$ cat src/rtl/eq_pkg.sv
// Shared types and default latencies for the EQ sample sequencer.
package eq_pkg;

  typedef enum logic [2:0] {
    IDLE  = 3'd0,
    READ  = 3'd1,
    CAPT  = 3'd2,
    WAIT  = 3'd3,
    DRAIN = 3'd4
  } state_t;

  localparam int DEF_DATA_W       = 24;
  localparam int DEF_RATE_W       = 8;
  localparam int DEF_ISSUE_GAP    = 32;
  localparam int DEF_CONV_LAT     = 6;
  localparam int DEF_FILT_LAT     = 6;
  localparam int DEF_BACK_LAT     = 5;
  localparam int DEF_UNDERRUN_LIM = 4;

  function automatic int pipe_lat(input int conv_lat, input int filt_lat, input int back_lat);
    return conv_lat + filt_lat + back_lat;
  endfunction

  localparam int DEF_PIPE_LAT = pipe_lat(DEF_CONV_LAT, DEF_FILT_LAT, DEF_BACK_LAT);

endpackage

$ cat src/rtl/gain_ramp.sv
// Amplifier gain slewer: one LSB toward the target per step pulse, never overshooting.
module gain_ramp #(
  parameter int RATE_W = 8
) (
  input  logic              clk_i,
  input  logic              nrst_i,
  input  logic [RATE_W-1:0] tgt_i,
  input  logic              step_i,
  output logic [RATE_W-1:0] rate_o
);

  localparam logic [RATE_W-1:0] ONE = RATE_W'(1);

  logic [RATE_W-1:0] rate_r;

  function automatic logic [RATE_W-1:0] step_toward(input logic [RATE_W-1:0] cur,
                                                     input logic [RATE_W-1:0] tgt);
    logic [RATE_W-1:0] nxt;
    if (cur < tgt) begin
      nxt = cur + ONE;
    end else if (cur > tgt) begin
      nxt = cur - ONE;
    end else begin
      nxt = cur;
    end
    return nxt;
  endfunction

  // Applied gain register, updated only on amplifier-enable cycles
  always_ff @(posedge clk_i or negedge nrst_i) begin
    if (!nrst_i) begin
      rate_r <= '0;
    end else if (step_i) begin
      rate_r <= step_toward(rate_r, tgt_i);
    end
  end

  assign rate_o = rate_r;

endmodule

$ cat src/rtl/eq_pipe_ctrl.sv
// EQ sample sequencer: paced FIFO reads, per-stage enables, gain ramps and FIFO health flags.
module eq_pipe_ctrl
  import eq_pkg::*;
#(
  parameter int DATA_W       = DEF_DATA_W,
  parameter int RATE_W       = DEF_RATE_W,
  parameter int ISSUE_GAP    = DEF_ISSUE_GAP,
  parameter int CONV_LAT     = DEF_CONV_LAT,
  parameter int FILT_LAT     = DEF_FILT_LAT,
  parameter int BACK_LAT     = DEF_BACK_LAT,
  parameter int UNDERRUN_LIM = DEF_UNDERRUN_LIM
) (
  input  logic              clk_i,
  input  logic              nrst_i,
  input  logic              en_i,
  input  logic              clr_i,
  input  logic              empty_i,
  input  logic              full_i,
  input  logic [DATA_W-1:0] data_i,
  output logic              rdreq_o,
  output logic [DATA_W-1:0] data_o,
  output logic              issue_o,
  output logic              filt_ena_o,
  output logic              amp_ena_o,
  input  logic [RATE_W-1:0] lp_tgt_i,
  input  logic [RATE_W-1:0] hp_tgt_i,
  output logic [RATE_W-1:0] lp_rate_o,
  output logic [RATE_W-1:0] hp_rate_o,
  output logic              busy_o,
  output logic              underrun_o,
  output logic              overrun_o
);

  localparam int         PIPE_LAT = pipe_lat(CONV_LAT, FILT_LAT, BACK_LAT);
  localparam logic [7:0] GAP_LAST = 8'(ISSUE_GAP - 1);
  localparam logic [3:0] MISS_ARM = 4'(UNDERRUN_LIM - 1);

  state_t              state_r;
  logic                rdreq_r;
  logic                issue_r;
  logic [DATA_W-1:0]   data_r;
  logic [7:0]          gap_cnt_r;
  logic [3:0]          miss_cnt_r;
  logic [PIPE_LAT-1:0] dly_r;
  logic                underrun_r;
  logic                overrun_r;

  logic slot_end_s;
  logic line_busy_s;
  logic read_go_s;
  logic miss_step_s;
  logic underrun_set_s;
  logic busy_s;

  // Slot decisions: a slot either launches a read or counts as a miss
  always_comb begin
    slot_end_s     = (gap_cnt_r == GAP_LAST);
    line_busy_s    = issue_r | (|dly_r);
    read_go_s      = 1'b0;
    miss_step_s    = 1'b0;
    case (state_r)
      IDLE: begin
        read_go_s = en_i & ~empty_i;
      end
      WAIT: begin
        read_go_s   = slot_end_s & en_i & ~empty_i;
        miss_step_s = slot_end_s & en_i & empty_i;
      end
      default: begin
        read_go_s   = 1'b0;
        miss_step_s = 1'b0;
      end
    endcase
    underrun_set_s = miss_step_s & (miss_cnt_r == MISS_ARM);
    busy_s         = (state_r != IDLE) | line_busy_s;
  end

  // Read/capture/pacing state machine; the gap counter restarts at every read and every missed slot
  always_ff @(posedge clk_i or negedge nrst_i) begin
    if (!nrst_i) begin
      state_r   <= IDLE;
      rdreq_r   <= 1'b0;
      issue_r   <= 1'b0;
      data_r    <= '0;
      gap_cnt_r <= '0;
    end else begin
      rdreq_r   <= read_go_s;
      issue_r   <= 1'b0;
      gap_cnt_r <= gap_cnt_r + 8'd1;
      if (read_go_s) begin
        gap_cnt_r <= '0;
      end
      case (state_r)
        IDLE: begin
          if (read_go_s) begin
            state_r <= READ;
          end
        end
        READ: begin
          state_r <= CAPT;
        end
        CAPT: begin
          data_r  <= data_i;
          issue_r <= 1'b1;
          state_r <= WAIT;
        end
        WAIT: begin
          if (slot_end_s) begin
            if (!en_i) begin
              state_r <= DRAIN;
            end else if (read_go_s) begin
              state_r <= READ;
            end else begin
              gap_cnt_r <= '0;
            end
          end
        end
        DRAIN: begin
          if (!line_busy_s) begin
            state_r <= IDLE;
          end
        end
        default: begin
          state_r <= IDLE;
        end
      endcase
    end
  end

  // Stage-enable delay line fed by the issue pulse
  always_ff @(posedge clk_i or negedge nrst_i) begin
    if (!nrst_i) begin
      dly_r <= '0;
    end else begin
      dly_r <= {dly_r[PIPE_LAT-2:0], issue_r};
    end
  end

  // Miss counter and sticky FIFO flags; a set wins over a coincident clear
  always_ff @(posedge clk_i or negedge nrst_i) begin
    if (!nrst_i) begin
      miss_cnt_r <= '0;
      underrun_r <= 1'b0;
      overrun_r  <= 1'b0;
    end else begin
      if (read_go_s) begin
        miss_cnt_r <= '0;
      end else if (miss_step_s && (miss_cnt_r != 4'hF)) begin
        miss_cnt_r <= miss_cnt_r + 4'd1;
      end
      underrun_r <= underrun_set_s | (underrun_r & ~clr_i);
      overrun_r  <= full_i | (overrun_r & ~clr_i);
    end
  end

  gain_ramp #(.RATE_W(RATE_W)) u_lp_ramp (
    .clk_i  (clk_i),
    .nrst_i (nrst_i),
    .tgt_i  (lp_tgt_i),
    .step_i (dly_r[PIPE_LAT-1]),
    .rate_o (lp_rate_o)
  );

  gain_ramp #(.RATE_W(RATE_W)) u_hp_ramp (
    .clk_i  (clk_i),
    .nrst_i (nrst_i),
    .tgt_i  (hp_tgt_i),
    .step_i (dly_r[PIPE_LAT-1]),
    .rate_o (hp_rate_o)
  );

  assign rdreq_o    = rdreq_r;
  assign data_o     = data_r;
  assign issue_o    = issue_r;
  assign filt_ena_o = dly_r[CONV_LAT-1];
  assign amp_ena_o  = dly_r[PIPE_LAT-1];
  assign busy_o     = busy_s;
  assign underrun_o = underrun_r;
  assign overrun_o  = overrun_r;

endmodule

$ cat config.mk
export PLATFORM = sky130hd
export DESIGN_NAME = eq_pipe_ctrl
export DESIGN_NICKNAME = d
export VERILOG_FILES = /design/src/rtl/eq_pkg.sv /design/src/rtl/gain_ramp.sv /design/src/rtl/eq_pipe_ctrl.sv
export SDC_FILE = /design/constraint.sdc
export NUM_CORES = 1
export LEC_CHECK = 0
export CAP_MARGIN = 20
export CELL_PAD_IN_SITES_DETAIL_PLACEMENT = 2
export CELL_PAD_IN_SITES_GLOBAL_PLACEMENT = 2
export CORE_MARGIN = 2
export CORE_UTILIZATION = 25
export CTS_BUF_LIST = sky130_fd_sc_hd__clkbuf_4 sky130_fd_sc_hd__clkbuf_8
export DETAILED_ROUTE_END_ITERATION = 10
export DONT_BUFFER_PORTS = 1
export GPL_TIMING_DRIVEN = 0
export PLACE_DENSITY = 0.62
export SLEW_MARGIN = 20
export SYNTH_ARGS = -nofsm -noshare
export SYNTH_HDL_FRONTEND = slang
export SYNTH_SLANG_ARGS = --single-unit
$ cat constraint.sdc
create_clock -name clk_i -period 8.7 [get_ports clk_i]
set_input_delay 0.435 -clock clk_i [delete_from_list [all_inputs] [get_ports clk_i]]
set_output_delay 0.435 -clock clk_i [all_outputs]
set_load 0.02 [all_outputs]
==> impl_metrics.json <==
{
  "grt_max_degree": 77,
  "cpMostUsedCell": "a21oi_1",
  "io_pins": 93,
  "syn_to_final_growth_pct": 12.81,
  "grt_pass1_vias": 2923,
  "final_layout_size_suffix_gt1_share_pct": 16.81,
  "drt_first_pass_iters": 2,
  "syn_area_um2": 3751,
  "synthCells": 327,
  "hold_viol": 0,
  "cts_max_level": 3,
  "viasPerCell": 4.786,
  "cp.required_ns": 8.96,
  "max_slew_margin_pct": 55.35,
  "r2r_end": "u_lp_ramp.rate_o[6]$_DFFE_PN0P_",
  "fin_crit_ns": 3.469,
  "arrival_ns": 3.73,
  "p_leak_nw": 2.018,
  "status": "complete, no violations",
  "postCtsSetupBuffers": 0,
  "clk_latency_ns": 0.37,
  "min_to": "rdreq_o$_DFF_PN0_",
  "switching_power_mw": 0.5093,
  "min_from": "empty_i",
  "p_clk_share_pct": 23.8,
  "skew_ns": 0.005542,
  "synth_top_area_share_pct": 50.70,
  "grt_use_met3_pct": 3.712,
  "gp_congestion": 0.7024,
  "rsz0062_at_grt": "false",
  "cts.sinks": 76,
  "intPower_mw": 0.7598,
  "cts_root_buffer": "clkbuf_8",
  "final_util_pct": 29.01,
  "rr_startpoint": "u_lp_ramp.rate_o[1]$_DFFE_PN0P_",
  "drcViolationCount": 0,
  "max_freq_mhz": 288.3,
  "start_kind": "register",
  "syn_area_per_cell_um2": 11.47,
  "dieWidth_um": 126.5,
  "tightest_slew_ns": 0.6611,
  "startpoint": "u_lp_ramp.rate_o[1]$_DFFE_PN0P_",
  "yosysTopAreaCell": "dfrtp_1",
  "wl_per_cell_um": 16.37,
  "drtIter0Drc": 51,
  "ant_nets": 0,
  "grt_pass1_wl_mm": 15.02,
  "hold_depth": 1,
  "numPortBuffers": 0,
  "path_clk_slew_ns": 0.09,
  "grt.busiest_layer": "met2",
  "die_h_um": 126.5,
  "cts_tree": "built",
  "dp_hpwl_mm": 6.421,
  "reg2reg_depth": 12,
  "p_seq_share_pct": 51.5,
  "setup_viol": 0,
  "use_met2_pct": 20.07,
  "slowest_stage": "dfrtp_1",
  "gr-usage-all-layers_pct": 11.97,
  "fin_tns_setup_ns": 0,
  "nNetsFinal": 418,
  "ctsLongestPathBuffers": 2,
  "post_cts_resized": 0,
  "synth_edf_count": 0,
  "path_buf_inv": 0,
  "peakVddDrop_mv": 0.1479,
  "initial_core_util_pct": 25.71,
  "setup_ws_ns": 5.231,
  "cts_buffers": 9,
  "async_flop_share_pct": 100.0,
  "ys_seq_area_share_pct": 50.70,
  "dpl.cell_count": 511,
  "synthFlopType": "dfrtp_1",
  "dp_slack_ns": 5.224,
  "crit_chain": "ha_1 -> nor2b_1 -> o211a_1 -> o21a_1 -> or2_2 -> fa_1 -> a21o_1 -> a21oi_1 -> o21bai_1 -> a21oi_1 -> xnor2_1 -> mux2_2",
  "hp-class": "in2reg",
  "ys_top_cells_by_area": "dfrtp_1, ha_1, mux2_2",
  "yosys_register_bits": 76,
  "pwr-share-comb_pct": 24.7,
  "cap_violations": 0,
  "via_count": 2532,
  "drv_slew": 0,
  "grt_overflow": 0,
  "r2r_slack_ns": 5.23,
  "crit_type": "reg2reg",
  "antenna_found_initial": 0,
  "swShare_pct": 40.13,
  "path_max_fanout": 7,
  "instances_no_fill": 529,
  "coreArea_um2": 14590,
  "yosysWarnings": 0,
  "core.rowCount": 44,
  "ys_types": 41,
  "slowest_delay_ns": 0.58,
  "diodes": 0,
  "dieArea_um2": 16000,
  "path_delay_family": "compound AO/OA/AOI/OAI gates",
  "finalWirelength_mm": 8.658,
  "final.period_utilization_pct": 39.87,
  "pwr_density_cell_nw_per_um2": 299.9,
  "crit_path_end_kind": "register",
  "grt_use_met1_pct": 14.07,
  "syn_nets": 405
}
power by group through the flow:
stage | Combinational [mW] | Clock [mW] | Sequential [mW]
floorplan | 0.251 | 0 | 0.626
global placement | 0.288 | 0 | 0.660
detailed placement | 0.310 | 0 | 0.665
CTS | 0.322 | 0.317 | 0.660
global route | 0.362 | 0.334 | 0.675
finish | 0.313 | 0.303 | 0.654
sequential cells by signal, summed over array words and instances (netlist names):
register and flops:
data_o 24, dly_r 17, gap_cnt_r 8, u_hp_ramp.rate_o 8, u_lp_ramp.rate_o 8, miss_cnt_r 4
state_r 3, issue_o 1, overrun_o 1, rdreq_o 1, underrun_o 1
placed cells by master, fill, tap and decap left out, types with 4 or more instances in the layout:
| master | instances |
|---|---|
| clkbuf_8 | 9 |
| buf_2 | 4 |
| nor2_1 | 16 |
| dfrtp_1 | 76 |
| o21ai_0 | 15 |
| o21bai_1 | 5 |
| or3_1 | 5 |
| nor3_1 | 4 |
| nor2b_1 | 4 |
| nand3_1 | 8 |
| ha_1 | 30 |
| a21oi_1 | 21 |
| a21o_1 | 7 |
| inv_1 | 21 |
| xnor2_1 | 10 |
| xor2_1 | 11 |
| mux2_2 | 28 |
| nand2_1 | 21 |
what timing repair did:
action / CTS / global route
endpoints found under the hold margin: 76 / 0
hold buffers: 2 / 0
endpoints found under the setup margin: 0 / 0
stage by stage:
stage               hold slack (ns)  cell area [um2]  power (mW)
finish                       0.1477             4232       1.269
global route                 0.1303             4232       1.371
CTS                          0.1240             4232       1.298
detailed placement           0.1419             3981      0.9749
global placement             0.1417             3981      0.9484
floorplan                    0.1394             3751      0.8772
how the worst max path moves through the flow:
stage | endpoint | slack [ns] | depth (start not counted)
floorplan | u_hp_ramp.rate_o[6]$_DFFE_PN0P_ | 5.61 | 12
global placement | u_lp_ramp.rate_o[6]$_DFFE_PN0P_ | 5.30 | 12
detailed placement | u_lp_ramp.rate_o[6]$_DFFE_PN0P_ | 5.22 | 12
CTS | u_lp_ramp.rate_o[6]$_DFFE_PN0P_ | 5.20 | 12
global route | u_lp_ramp.rate_o[6]$_DFFE_PN0P_ | 5.03 | 12
finish | u_lp_ramp.rate_o[6]$_DFFE_PN0P_ | 5.23 | 12
cells by family after synthesis:
group / share of synthesized area, %
AND/OR/NAND/NOR: 11.44
flip-flops: 50.70
AO/OA/AOI/OAI: 10.74
adder cells (fa/ha/maj): 11.07
multiplexers: 8.406
buffers and inverters: 2.735
XOR/XNOR: 4.903
layer usage:
| layer | share of wire [%] | up-vias | wire, um |
|---|---|---|---|
| met5 | 0 | - | 0 |
| met4 | 2.0 | 0 | 174 |
| met3 | 6.4 | 12 | 554 |
| met2 | 49 | 74 | 4201 |
| met1 | 43 | 1269 | 3727 |
| li1 | - | 1177 | - |
cell usage after synthesis (2+ instances only):
cell / count
a211oi_1: 2
a21o_1: 7
a21oi_1: 21
buf_2: 4
dfrtp_1: 76
fa_1: 2
ha_1: 30
inv_1: 21
mux2_2: 28
nand2_1: 21
nand3_1: 8
nand4_1: 3
nor2_1: 16
nor2b_1: 4
nor3_1: 4
nor4_1: 3
o211a_1: 2
o211ai_1: 2
o21a_1: 3
o21ai_0: 15
o21ai_1: 2
o21bai_1: 5
o31ai_1: 2
o41ai_1: 2
or2_2: 3
or3_1: 5
or4_1: 3
xnor2_1: 10
xor2_1: 11
cell type report:
type                            count  area, um2
Fill cell                        1607      10360
Sequential cell                    76       1902
Multi-Input combinational cell    225       1747
Tap cell                          184      230.2
Clock buffer                        9      123.9
Clock inverter                      7      88.84
Inverter                           21      78.83
Timing Repair Buffer                2      37.54
Buffer                              5      23.77
No activity file was read; power rests on OpenSTA's default activity.
